**config.mk**
```make
export PLATFORM = sky130hd
export DESIGN_NAME = uart_rx_async
export DESIGN_NICKNAME = d
export VERILOG_FILES = /design/src/rtl/uart_rx_async.sv
export SDC_FILE = /design/constraint.sdc
export NUM_CORES = 1
export LEC_CHECK = 0
export ABC_AREA = 1
export CELL_PAD_IN_SITES_DETAIL_PLACEMENT = 1
export CELL_PAD_IN_SITES_GLOBAL_PLACEMENT = 2
export CORE_UTILIZATION = 34
export CTS_CLUSTER_DIAMETER = 100
export DETAILED_ROUTE_END_ITERATION = 10
export PLACE_DENSITY_LB_ADDON = 0.1
export RECOVER_POWER = 25
export SLEW_MARGIN = 20
export SYNTH_ARGS = -nofsm -noshare
export SYNTH_HDL_FRONTEND = slang
export SYNTH_SLANG_ARGS = --single-unit
```
**constraint.sdc**
```tcl
create_clock -name clk -period 2.4 [get_ports clk]
set_clock_uncertainty 0.1 [all_clocks]
set_input_delay 0.48 -clock clk [delete_from_list [all_inputs] [get_ports clk]]
set_output_delay 0.48 -clock clk [all_outputs]
set_load 0.01 [all_outputs]
```
**src/rtl/uart_rx_async.sv**
```systemverilog
// ============================================================================
// uart_rx_async : 16x-oversampled UART receiver with parity/stop checking
// Revision 1.0
// ============================================================================
`default_nettype none

module uart_rx_async #(
    parameter int RX_FIFO = 0
) (
    input  logic       clk,
    input  logic       reset_n,
    input  logic       baud_clock,
    input  logic       rx,
    input  logic       bit8,
    input  logic       parity_en,
    input  logic       odd_n_even,
    input  logic       read_rx_byte,
    input  logic       clear_parity,
    input  logic       clear_framing,
    input  logic       fifo_full,
    output logic [7:0] rx_byte,
    output logic       rx_ready,
    output logic       parity_err,
    output logic       framing_err,
    output logic       overflow,
    output logic       fifo_write_rx
);

    localparam logic c_use_fifo = (RX_FIFO != 0);

    typedef enum logic [2:0] {
        RX_IDLE     = 3'd0,
        START_CHECK = 3'd1,
        DATA_BITS   = 3'd2,
        PARITY_BIT  = 3'd3,
        STOP_BIT    = 3'd4
    } rx_state_t;

    rx_state_t  r_state;
    logic       r_rx_meta;
    logic       r_rx_sync;
    logic [3:0] r_cnt;
    logic [2:0] r_idx;
    logic [7:0] r_shift;
    logic       r_par;
    logic [7:0] r_rx_byte;
    logic       r_rx_ready;
    logic       r_parity_err;
    logic       r_framing_err;
    logic       r_overflow;
    logic       r_fifo_wr_n;

    logic w_mid;
    logic w_last_bit;

    assign w_mid      = (r_cnt == 4'd15);
    assign w_last_bit = bit8 ? (r_idx == 3'd7) : (r_idx == 3'd6);

    // Synchronizer resets to the idle line level so reset never fakes a start bit
    always_ff @(posedge clk or negedge reset_n) begin
        if (!reset_n) begin
            r_rx_meta <= 1'b1;
            r_rx_sync <= 1'b1;
        end else begin
            r_rx_meta <= rx;
            r_rx_sync <= r_rx_meta;
        end
    end

    always_ff @(posedge clk or negedge reset_n) begin
        if (!reset_n) begin
            r_state       <= RX_IDLE;
            r_cnt         <= 4'd0;
            r_idx         <= 3'd0;
            r_shift       <= 8'h00;
            r_par         <= 1'b0;
            r_rx_byte     <= 8'h00;
            r_rx_ready    <= 1'b0;
            r_parity_err  <= 1'b0;
            r_framing_err <= 1'b0;
            r_overflow    <= 1'b0;
            r_fifo_wr_n   <= 1'b1;
        end else begin
            r_fifo_wr_n <= 1'b1;
            // Clears come first so a same-cycle set below takes precedence
            if (clear_parity)  r_parity_err  <= 1'b0;
            if (clear_framing) r_framing_err <= 1'b0;
            if (read_rx_byte) begin
                r_rx_ready <= 1'b0;
                r_overflow <= 1'b0;
            end
            if (baud_clock) begin
                r_cnt <= r_cnt + 4'd1;
                case (r_state)
                    RX_IDLE: begin
                        if (!r_rx_sync) begin
                            r_cnt   <= 4'd0;
                            r_state <= START_CHECK;
                        end
                    end
                    START_CHECK: begin
                        if (r_cnt == 4'd7) begin
                            if (r_rx_sync) begin
                                r_state <= RX_IDLE;
                            end else begin
                                r_cnt   <= 4'd0;
                                r_idx   <= 3'd0;
                                r_par   <= 1'b0;
                                r_state <= DATA_BITS;
                            end
                        end
                    end
                    DATA_BITS: begin
                        if (w_mid) begin
                            r_shift[r_idx] <= r_rx_sync;
                            r_par          <= r_par ^ r_rx_sync;
                            if (w_last_bit)
                                r_state <= parity_en ? PARITY_BIT : STOP_BIT;
                            else
                                r_idx <= r_idx + 3'd1;
                        end
                    end
                    PARITY_BIT: begin
                        if (w_mid) begin
                            if (r_rx_sync != (odd_n_even ^ r_par))
                                r_parity_err <= 1'b1;
                            r_state <= STOP_BIT;
                        end
                    end
                    STOP_BIT: begin
                        if (w_mid) begin
                            if (!r_rx_sync)
                                r_framing_err <= 1'b1;
                            r_rx_byte <= {bit8 & r_shift[7], r_shift[6:0]};
                            if (c_use_fifo) begin
                                if (fifo_full)
                                    r_overflow <= 1'b1;
                                else
                                    r_fifo_wr_n <= 1'b0;
                            end else begin
                                // A load wins over a same-cycle read of the old byte
                                r_rx_ready <= 1'b1;
                                if (r_rx_ready && !read_rx_byte)
                                    r_overflow <= 1'b1;
                            end
                            r_state <= RX_IDLE;
                        end
                    end
                    default: r_state <= RX_IDLE;
                endcase
            end
        end
    end

    assign rx_byte       = r_rx_byte;
    assign rx_ready      = r_rx_ready;
    assign parity_err    = r_parity_err;
    assign framing_err   = r_framing_err;
    assign overflow      = r_overflow;
    assign fifo_write_rx = r_fifo_wr_n;

endmodule

`default_nettype wire

```
==> metrics.txt <==
status finished, final reports clean; # DRC 0; gr ovfl total 0; worst slew pin tran 0.828 ns; Via-to-Cell Ratio 4.74; Setup violations, final 0; starting density of the core 35.3%; chip width 71.8 microns; hold slack 0.269 ns; Max Freq 564 MHz; row count 25; DRT antenna net count 0; main combinational cell family by area after synthesis simple AND/OR/NAND/NOR gates; CTS tree built; critical path launch point type flip-flop; Synth Area in Adders 1.51%; VDD IR-drop max 359 uV; worst reg2reg endpoint rx_byte[5]; DR WL met3 135 microns; TritonCTS buffer count 5; Hold Path Depth 0; max-cap viol count 0; Die H 71.8 microns; Switching Share 38.0%; worst hold start r_rx_meta; setup ws final 0.628 ns; Synth-to-Final Area Change 22.0%; post-synthesis net count 210; sequential share of power 45.0%; post-synthesis xor/xnor area fraction 2.11%; register area share after synthesis 50.0%; largest net degree at the start of global routing 34; Setup WS pre-CTS 0.442 ns; vias in the first global route 1363; post_cts resized 0; clock power share 26.2%; R2R depth 8; critical-path cell list clkdlybuf4s50_1; final net count 238; Worst Path Max Fanout 3; antenna fix cells 0; nature of the critical path endpoint primary output; WS Path Type reg2out; synth warn 0; combinational power share 28.8%; Core ar. 4690 sq um; minimum clock period 1.77 ns; Detail Placement HPWL 2800 microns; global-route wire length before repair 6530 microns; Compound-Gate Fraction of Synth Area 8.30%; Starting DRT DRC Count 43; clock-pin slew on the worst setup and hold paths 0.07 ns; initial antenna violation count 0; Vias 1326; post-synth cell types 27; total routed wirelength 3760 microns; Min-Delay Endpoint r_rx_sync; Synth Area in Simple Gates 32.0%; max-slew headroom at the worst pin 44.8%; Final Power 1.58 mW; Pint 0.982 mW; highest routed metal layer met4; RSZ-0062 raised after global routing false; slowest CP cell clkdlybuf4s50_1; Psw 0.602 mW; r2r setup slk 0.74 ns; IO Count 24; Post-CTS Repair Setup Buffers 0; CTS Root Cell clkbuf_8; leakage power 0.975 nW; Post-Syn Instances 197; WL/cell 13.4 microns; # clock sinks 33; CP bufs+invs 1; clk buf depth 2; GPL Wtd Cong 0.822; Worst Hold Class reg2reg; Tcrit/Tclk final 73.8%; cell class contributing the biggest share of worst-path delay buffers and inverters; GRT Total Usage 17.0%; Synth Register Bits 33; wl on met1 1830 microns; P per Cell Area 783 nW/um^2; final hold violation count 0; wire length on met2 1710 microns; Reg-to-Reg Start r_cnt[0]; drt pass-1 iters 4; layout cells sized above 1 17.3%; Port Buffers 21; Syn Area/Cell 8.42 sq um; worst skew pair latency 0.29 ns; max-slew violations 0; Max stage delay on crit path 0.54 ns; CP Data Required Time 1.82 ns; H-tree Lvls 2; total negative slack 0 ns; Cell Area, Synth 1660 sq um; Post-CTS Hold Buffers 0; Final Util 43.1%; Arr. time, crit path 1.19 ns; DIE AREA 5160 sq um; post-synthesis mux area share 0.604%
-- routing by layer --
layer / vias up / track usage, %
met1: 617 / 22.3
met5: - / 0
met3: 8 / 4.22
met2: 20 / 26.5
met4: 0 / 7.84
li1: 681 / -
-- how the worst max path moves through the flow --
stage | end | start | depth (start not counted) | slack [ns]
floorplan | rx_byte[7] | r_cnt[0] | 8 | 0.99
global placement | r_idx[1] | baud_clock | 7 | 0.49
detailed placement | r_idx[2] | baud_clock | 7 | 0.44
CTS | rx_ready | rx_ready | 1 | 0.60
global route | rx_byte[1] | r_cnt[0] | 8 | 0.56
finish | rx_ready | rx_ready | 1 | 0.63
-- synth_stat cells --
master    count  area share [%]
xor2_1        3             1.6
o22ai_2       1            0.75
nand3b_1      1            0.45
ha_1          2             1.5
a21oi_2       2             1.1
nand3_1      14             4.2
nand2_2       4             1.5
nand4_1       1            0.38
conb_1        1            0.23
dfstp_2       2             3.2
nand3_2       3             1.8
xnor2_1       1            0.53
o22ai_1       2            0.75
buf_2         1            0.30
nor2_1       11             2.5
inv_1        15             3.4
nor2_2        5             1.9
nand2_4       2             1.4
mux2i_1       1            0.60
nand2_1      64              14
dfrtp_1      31              47
inv_2         5             1.1
nor2_4        5             3.4
o21ai_1       8             2.4
buf_4         1            0.45
a21oi_1       5             1.5
o21ai_0       6             1.8
-- cells in the final DEF, fill, tap and decap left out, types with 3 or more instances in the layout --
| cell type | instances |
|---|---|
| nand2_1 | 64 |
| dfrtp_1 | 31 |
| clkdlybuf4s50_1 | 19 |
| inv_1 | 15 |
| nand3_1 | 14 |
| nor2_1 | 11 |
| o21ai_1 | 8 |
| o21ai_0 | 6 |
| inv_2 | 5 |
| nor2_4 | 5 |
| a21oi_1 | 5 |
| nor2_2 | 5 |
| clkbuf_8 | 5 |
| nand2_2 | 4 |
| nand3_2 | 3 |
| xor2_1 | 3 |
-- kinds of logic after synthesis --
kind of cell / Yosys count
multiplexers: 1
flip-flops: 33
buffers and inverters: 22
XOR/XNOR: 4
other: 1
adder cells (fa/ha/maj): 2
AND/OR/NAND/NOR: 110
AO/OA/AOI/OAI: 24
-- state kept, by name, indices dropped and copies added (netlist names) --
| signal | cells |
|---|---|
| r_shift | 8 |
| rx_byte | 8 |
| r_cnt | 4 |
| r_idx | 3 |
| r_state | 3 |
| framing_err | 1 |
| overflow | 1 |
| parity_err | 1 |
| r_par | 1 |
| r_rx_meta | 1 |
| r_rx_sync | 1 |
| rx_ready | 1 |
-- stage by stage --
step           area [sq um]  std cells
2_1_floorplan          1660        197
3_3_place_gp           1940        272
3_5_place_dp           1940        272
4_1_cts                2020        280
5_1_grt                2020        280
6_report               2020        280
-- final cells by class --
| cell class | instances | area [sq um] |
|---|---|---|
| clock buffer | 5 | 68.8 |
| clock inverter | 3 | 17.5 |
| fill | 570 | 2670 |
| inverter | 20 | 75.1 |
| multi-input combinational | 142 | 742 |
| sequential | 33 | 828 |
| tap | 54 | 67.6 |
| timing repair buffer | 23 | 223 |
-- power groups by stage --
stage | Clock [mW] | Sequential, mW | Combinational, mW
after floorplan | 0 | 0.698 | 0.359
after global placement | 0 | 0.716 | 0.448
after detailed placement | 0 | 0.721 | 0.466
after CTS | 0.435 | 0.713 | 0.466
after global routing | 0.452 | 0.725 | 0.524
final | 0.416 | 0.712 | 0.456
Power figures use the tool's default switching activity.
